### src/rtl/ysyx_25030093_lsu.sv
// Multicycle load/store stage: one valid/ready memory request per op, then a valid/ready handoff to WBU.
// Optional feature macro LSU_MISALIGN_CHECK_EN: misaligned ops skip memory and raise out_err.
module ysyx_25030093_lsu #(
    parameter int ADDR_W = 32
) (
    input  logic              clk,
    input  logic              rst,
    input  logic              in_valid,
    output logic              in_ready,
    input  logic [ADDR_W-1:0] addr,
    input  logic [31:0]       wdata,
    input  logic [3:0]        LSU_single,
    output logic              out_valid,
    input  logic              out_ready,
    output logic [31:0]       LSU_data,
    output logic              out_err,
    output logic              mem_req_valid,
    input  logic              mem_req_ready,
    output logic              mem_wen,
    output logic [ADDR_W-1:0] mem_addr,
    output logic [31:0]       mem_wdata,
    output logic [3:0]        mem_wmask,
    input  logic              mem_resp_valid,
    input  logic [31:0]       mem_rdata
);

    localparam logic [3:0] OP_LB  = 4'b0001;
    localparam logic [3:0] OP_LH  = 4'b0010;
    localparam logic [3:0] OP_LW  = 4'b0011;
    localparam logic [3:0] OP_LBU = 4'b0100;
    localparam logic [3:0] OP_LHU = 4'b0101;
    localparam logic [3:0] OP_SB  = 4'b1000;
    localparam logic [3:0] OP_SH  = 4'b1001;
    localparam logic [3:0] OP_SW  = 4'b1010;

    typedef enum logic [1:0] {
        S_IDLE,
        S_REQ,
        S_WAIT,
        S_DONE
    } state_e;

    state_e            state_q, state_d;
    logic [3:0]        op_q, op_d;
    logic [ADDR_W-1:0] addr_q, addr_d;
    logic [31:0]       wdata_q, wdata_d;
    logic [31:0]       lsu_data_q, lsu_data_d;
    logic [31:0]       load_result;
    logic [31:0]       store_data;
    logic [3:0]        store_mask;
    logic [7:0]        load_byte;
    logic [15:0]       load_half;

    function automatic logic is_load(input logic [3:0] op);
        return op inside {OP_LB, OP_LH, OP_LW, OP_LBU, OP_LHU};
    endfunction

    function automatic logic is_store(input logic [3:0] op);
        return op inside {OP_SB, OP_SH, OP_SW};
    endfunction

`ifdef LSU_MISALIGN_CHECK_EN
    logic err_q, err_d;

    function automatic logic is_misaligned(input logic [3:0] op, input logic [1:0] lo);
        logic mis;
        mis = 1'b0;
        if (op inside {OP_LH, OP_LHU, OP_SH}) mis = lo[0];
        else if (op inside {OP_LW, OP_SW}) mis = (lo != 2'b00);
        return mis;
    endfunction

    assign out_err = err_q;
`else
    assign out_err = 1'b0;
`endif

    // Lane selection uses only the low address bits; misaligned bits are simply ignored here.
    always_comb begin
        load_byte   = 8'h00;
        load_half   = addr_q[1] ? mem_rdata[31:16] : mem_rdata[15:0];
        load_result = 32'h0;
        case (addr_q[1:0])
            2'b00:   load_byte = mem_rdata[7:0];
            2'b01:   load_byte = mem_rdata[15:8];
            2'b10:   load_byte = mem_rdata[23:16];
            default: load_byte = mem_rdata[31:24];
        endcase
        case (op_q)
            OP_LB:   load_result = {{24{load_byte[7]}}, load_byte};
            OP_LBU:  load_result = {24'h0, load_byte};
            OP_LH:   load_result = {{16{load_half[15]}}, load_half};
            OP_LHU:  load_result = {16'h0, load_half};
            OP_LW:   load_result = mem_rdata;
            default: load_result = 32'h0;
        endcase
    end

    always_comb begin
        store_data = wdata_q;
        store_mask = 4'b0000;
        case (op_q)
            OP_SB: begin
                store_data = {4{wdata_q[7:0]}};
                store_mask = 4'b0001 << addr_q[1:0];
            end
            OP_SH: begin
                store_data = {2{wdata_q[15:0]}};
                store_mask = addr_q[1] ? 4'b1100 : 4'b0011;
            end
            OP_SW: begin
                store_data = wdata_q;
                store_mask = 4'b1111;
            end
            default: begin
                store_data = wdata_q;
                store_mask = 4'b0000;
            end
        endcase
    end

    always_comb begin
        state_d    = state_q;
        op_d       = op_q;
        addr_d     = addr_q;
        wdata_d    = wdata_q;
        lsu_data_d = lsu_data_q;
`ifdef LSU_MISALIGN_CHECK_EN
        err_d      = err_q;
`endif
        case (state_q)
            S_IDLE: begin
                if (in_valid) begin
                    op_d       = LSU_single;
                    addr_d     = addr;
                    wdata_d    = wdata;
                    lsu_data_d = 32'h0;
                    if (!(is_load(LSU_single) || is_store(LSU_single))) begin
                        state_d = S_DONE;
                    end
`ifdef LSU_MISALIGN_CHECK_EN
                    else if (is_misaligned(LSU_single, addr[1:0])) begin
                        state_d = S_DONE;
                        err_d   = 1'b1;
                    end
`endif
                    else begin
                        state_d = S_REQ;
                    end
                end
            end
            S_REQ: begin
                if (mem_req_ready) state_d = S_WAIT;
            end
            // A response arriving during the request handshake is never seen: WAIT is entered only afterwards.
            S_WAIT: begin
                if (mem_resp_valid) begin
                    state_d    = S_DONE;
                    lsu_data_d = is_load(op_q) ? load_result : 32'h0;
                end
            end
            S_DONE: begin
                if (out_ready) begin
                    state_d = S_IDLE;
`ifdef LSU_MISALIGN_CHECK_EN
                    err_d   = 1'b0;
`endif
                end
            end
            default: state_d = S_IDLE;
        endcase
    end

    always_ff @(posedge clk) begin
        if (rst) begin
            state_q    <= S_IDLE;
            op_q       <= 4'b0000;
            addr_q     <= '0;
            wdata_q    <= 32'h0;
            lsu_data_q <= 32'h0;
`ifdef LSU_MISALIGN_CHECK_EN
            err_q      <= 1'b0;
`endif
        end else begin
            state_q    <= state_d;
            op_q       <= op_d;
            addr_q     <= addr_d;
            wdata_q    <= wdata_d;
            lsu_data_q <= lsu_data_d;
`ifdef LSU_MISALIGN_CHECK_EN
            err_q      <= err_d;
`endif
        end
    end

    assign in_ready      = (state_q == S_IDLE);
    assign out_valid     = (state_q == S_DONE);
    assign LSU_data      = lsu_data_q;
    assign mem_req_valid = (state_q == S_REQ);
    assign mem_wen       = (state_q == S_REQ) && is_store(op_q);
    assign mem_addr      = {addr_q[ADDR_W-1:2], 2'b00};
    assign mem_wdata     = store_data;
    assign mem_wmask     = (state_q == S_REQ) ? store_mask : 4'b0000;

endmodule

### config.mk
export PLATFORM = sky130hd
export DESIGN_NAME = ysyx_25030093_lsu
export DESIGN_NICKNAME = d
export VERILOG_FILES = /design/src/rtl/ysyx_25030093_lsu.sv
export SDC_FILE = /design/constraint.sdc
export NUM_CORES = 1
export LEC_CHECK = 0
export CAP_MARGIN = 10
export CORE_MARGIN = 4
export CORE_UTILIZATION = 47
export CTS_CLUSTER_DIAMETER = 150
export DETAILED_ROUTE_END_ITERATION = 6
export PLACE_DENSITY_LB_ADDON = 0.3
export SLEW_MARGIN = 20
export SYNTH_ARGS = -nofsm -noshare
export SYNTH_HDL_FRONTEND = slang
export SYNTH_SLANG_ARGS = --single-unit
### constraint.sdc
create_clock -name clk -period 4.7 [get_ports clk]
set_clock_uncertainty 0.2 [all_clocks]
set_input_delay 0.94 -clock clk [delete_from_list [all_inputs] [get_ports clk]]
set_output_delay 0.94 -clock clk [all_outputs]
set_load 0.005 [all_outputs]
==> impl_metrics.yaml <==
layout:
  drive_gt1_share_pct: 7.80
  fillers: 886
  finalNetCount: 850
  layout.area.seq_mm2: 0.00204
  layoutNonFillerInstCount: 880
  multiInputGateArea_mm2: 0.00252
  insertedDiodeCount: 0
  syn2layout_area_growth_pct: 37.5
  fin_area_mm2: 0.00702
  final_util_pct: 67.1
detailed_routing:
  ant_nets: 0
  vias_per_cell: 5.60
  first_pass_iters: 5
  wl_per_cell_um: 17.5
  drt_iter0_markers: 387
  drcViolationCount: 0
  via_count: 4932
  routed_wl_um: 15400
sta:
  max-slew-margin-rel_pct: 38.4
  timing.final.crit_share_pct: 85.7
  period_needed_ns: 4.03
  max_slew.worst_pin.slew_ns: 0.924
  setup_violations: 0
  rsz0062_at_grt: "no"
  setup_slack_ns: 0.672
  hold_violations: 0
  slew_viol_final: 0
  max_freq_mhz: 248
  holdWs_ns: 0.257
  tns_ns: 0
floorplanning:
  initial_core_util_pct: 48.8
  chipWidth_um: 112
  rows: 37
  die_height_um: 112
  coreArea_mm2: 0.0105
  die_area_mm2: 0.0126
  io_pins: 211
pwr:
  p_seq_share_pct: 40.4
  switchingPower_uw: 961
  switching_share_pct: 36.3
  pwr-share-clk_pct: 19.2
  p_leak_nw: 2.40
  p_per_area_mw_per_mm2: 376
  power.total_mw: 2.64
  irDropWorstVdd_v: 0.000238
  p_comb_share_pct: 40.4
  internal_power_mw: 1.68
cts:
  root_buffer: "clkbuf_8"
  htree_levels: 3
  ctsHoldBuffers: 0
  clk-insertion-delay-late_ns: 0.36
  cts_inserted_buffers: 9
  cts-resized-gates: 0
  post_cts_buffers: 0
  cts_tree: "done"
  cts.clk_slew.worst_paths_ns: 0.09
  clockBufferDepth: 2
  cts.sinks: 102
critical_path:
  cpMaxStageDelayCell: "nor2b_1"
  critPathLaunchType: "flop"
  path_class: "reg -> out"
  worst_ep_required_time_ns: 3.56
  critPathMaxStageDelay_ns: 0.72
  cp_cell_sequence: "inv_1, nor3_4, nor2b_1, mux2_2, clkdlybuf4s50_1"
  cp_max_fo: 9
  worst_setup_path_end_kind: "primary output"
  reg2reg_slack_ns: 2.04
  arrival_ns: 2.89
global_route:
  grt_pass1_vias: 4797
  grt_max_degree: 87
  grt_antenna_before_repair: 0
  overflow: 0
  gr-usage-all-layers_pct: 23.3
  grt_pass1_wl_um: 24200
synth:
  synth-edff-count: 0
  yosys.cell_count.top_type: "nand2_1"
  netlist_area_mm2: 0.00511
  yosys-top-cells-count: "140 x nand2_1, 119 x a21oi_1, 102 x dfxtp_1"
  syn_inst: 607
  synth_area_leaders: "dfxtp_1 40%, a21oi_1 12%, nand2_1 10%, buf_4 6.9%, mux2_2 3.5%"
  postSynthAreaPerCell_um2: 8.41
  seq_area_frac_synth_pct: 40.0
  synthDistinctLibCells: 50
  yosysTopAreaCell: "dfxtp_1"
  synth_top_cell_area_share_pct: 40.0
  yosysWarnings: 0
  ys_ff_latch: 102
  synthArstFlopShare_pct: 0
  synth_ff_type: "dfxtp_1"
run:
  maxCapViolCount: 0
placement:
  placed_area_mm2: 0.00685
  post-place-cells: 865
  pre_cts_ws_ns: 1.08
  hpwl_um: 11100
  place.gp.congestion: 0.833
  port_buffers: 207
outcome:
  status: "completed"
hold_path:
  min_path_type: "reg -> reg"
## area by class of cell
type	instances	area share, %
well taps	136	2.42
clock buffers	11	2.16
clock inverters	4	0.321
repair buffers	210	29.8
multi-input cells	409	35.8
flip-flops and latches	102	29.1
inverters	8	0.428
## logic make-up after synthesis
| group | share of synthesized area (%) |
|---|---|
| compound gates | 23.6 |
| xor+xnor | 0.172 |
| fa+ha+maj | 0.980 |
| buf+inv | 11.3 |
| flops | 40.0 |
| mux | 8.82 |
| other cells | 0.0734 |
| simple gates | 15.0 |
## registers in the layout, summed over array words and instances (netlist names)
name      flops
addr_q       32
state_q       2
wdata_q      32
op_q          4
LSU_data     32
## power by group through the flow
stage | combinational, mW | sequential [mW] | clock [mW]
2_1_floorplan | 0.746 | 1.04 | 0
3_3_place_gp | 1.03 | 1.08 | 0
3_5_place_dp | 1.06 | 1.09 | 0
4_1_cts | 1.08 | 1.07 | 0.516
5_1_grt | 1.17 | 1.08 | 0.556
6_report | 1.07 | 1.07 | 0.506
## final timing paths
kind / from / end / depth (start not counted)
min: addr_q[19] / addr_q[19] / 2
min reg2reg: addr_q[19] / addr_q[19] / 2
max: op_q[3] / mem_wdata[11] / 5
max reg2reg: state_q[0] / LSU_data[23] / 6
## layout by cell type, fill, tap and decap left out, drive strengths merged, types with 9 or more instances in the layout
cell and instances:
mux2i 9, clkbuf 11, nor2 15, a21oi 120, nand2 140, dfxtp 102
o2bb2ai 17, mux2 16, clkdlybuf4s50 206, a211oi 16, a22oi 23
## metal layers
metal  track usage [%]  up-vias  share of wire (%)
met3              7.33       24                9.4
met5                 0        -                  0
met2              40.8      250                 51
met4              6.57        0                1.5
li1                  -     2337                  -
met1              27.5     2321                 38
## critical path: cells and delay by family, from the launching register on
| kind | cells | cell delay, ns |
|---|---|---|
| mux | 1 | 0.42 |
| simple gates | 2 | 0.95 |
| buf+inv | 2 | 0.60 |
| flops | 1 | 0.55 |
(Power assumes the default switching activity.)
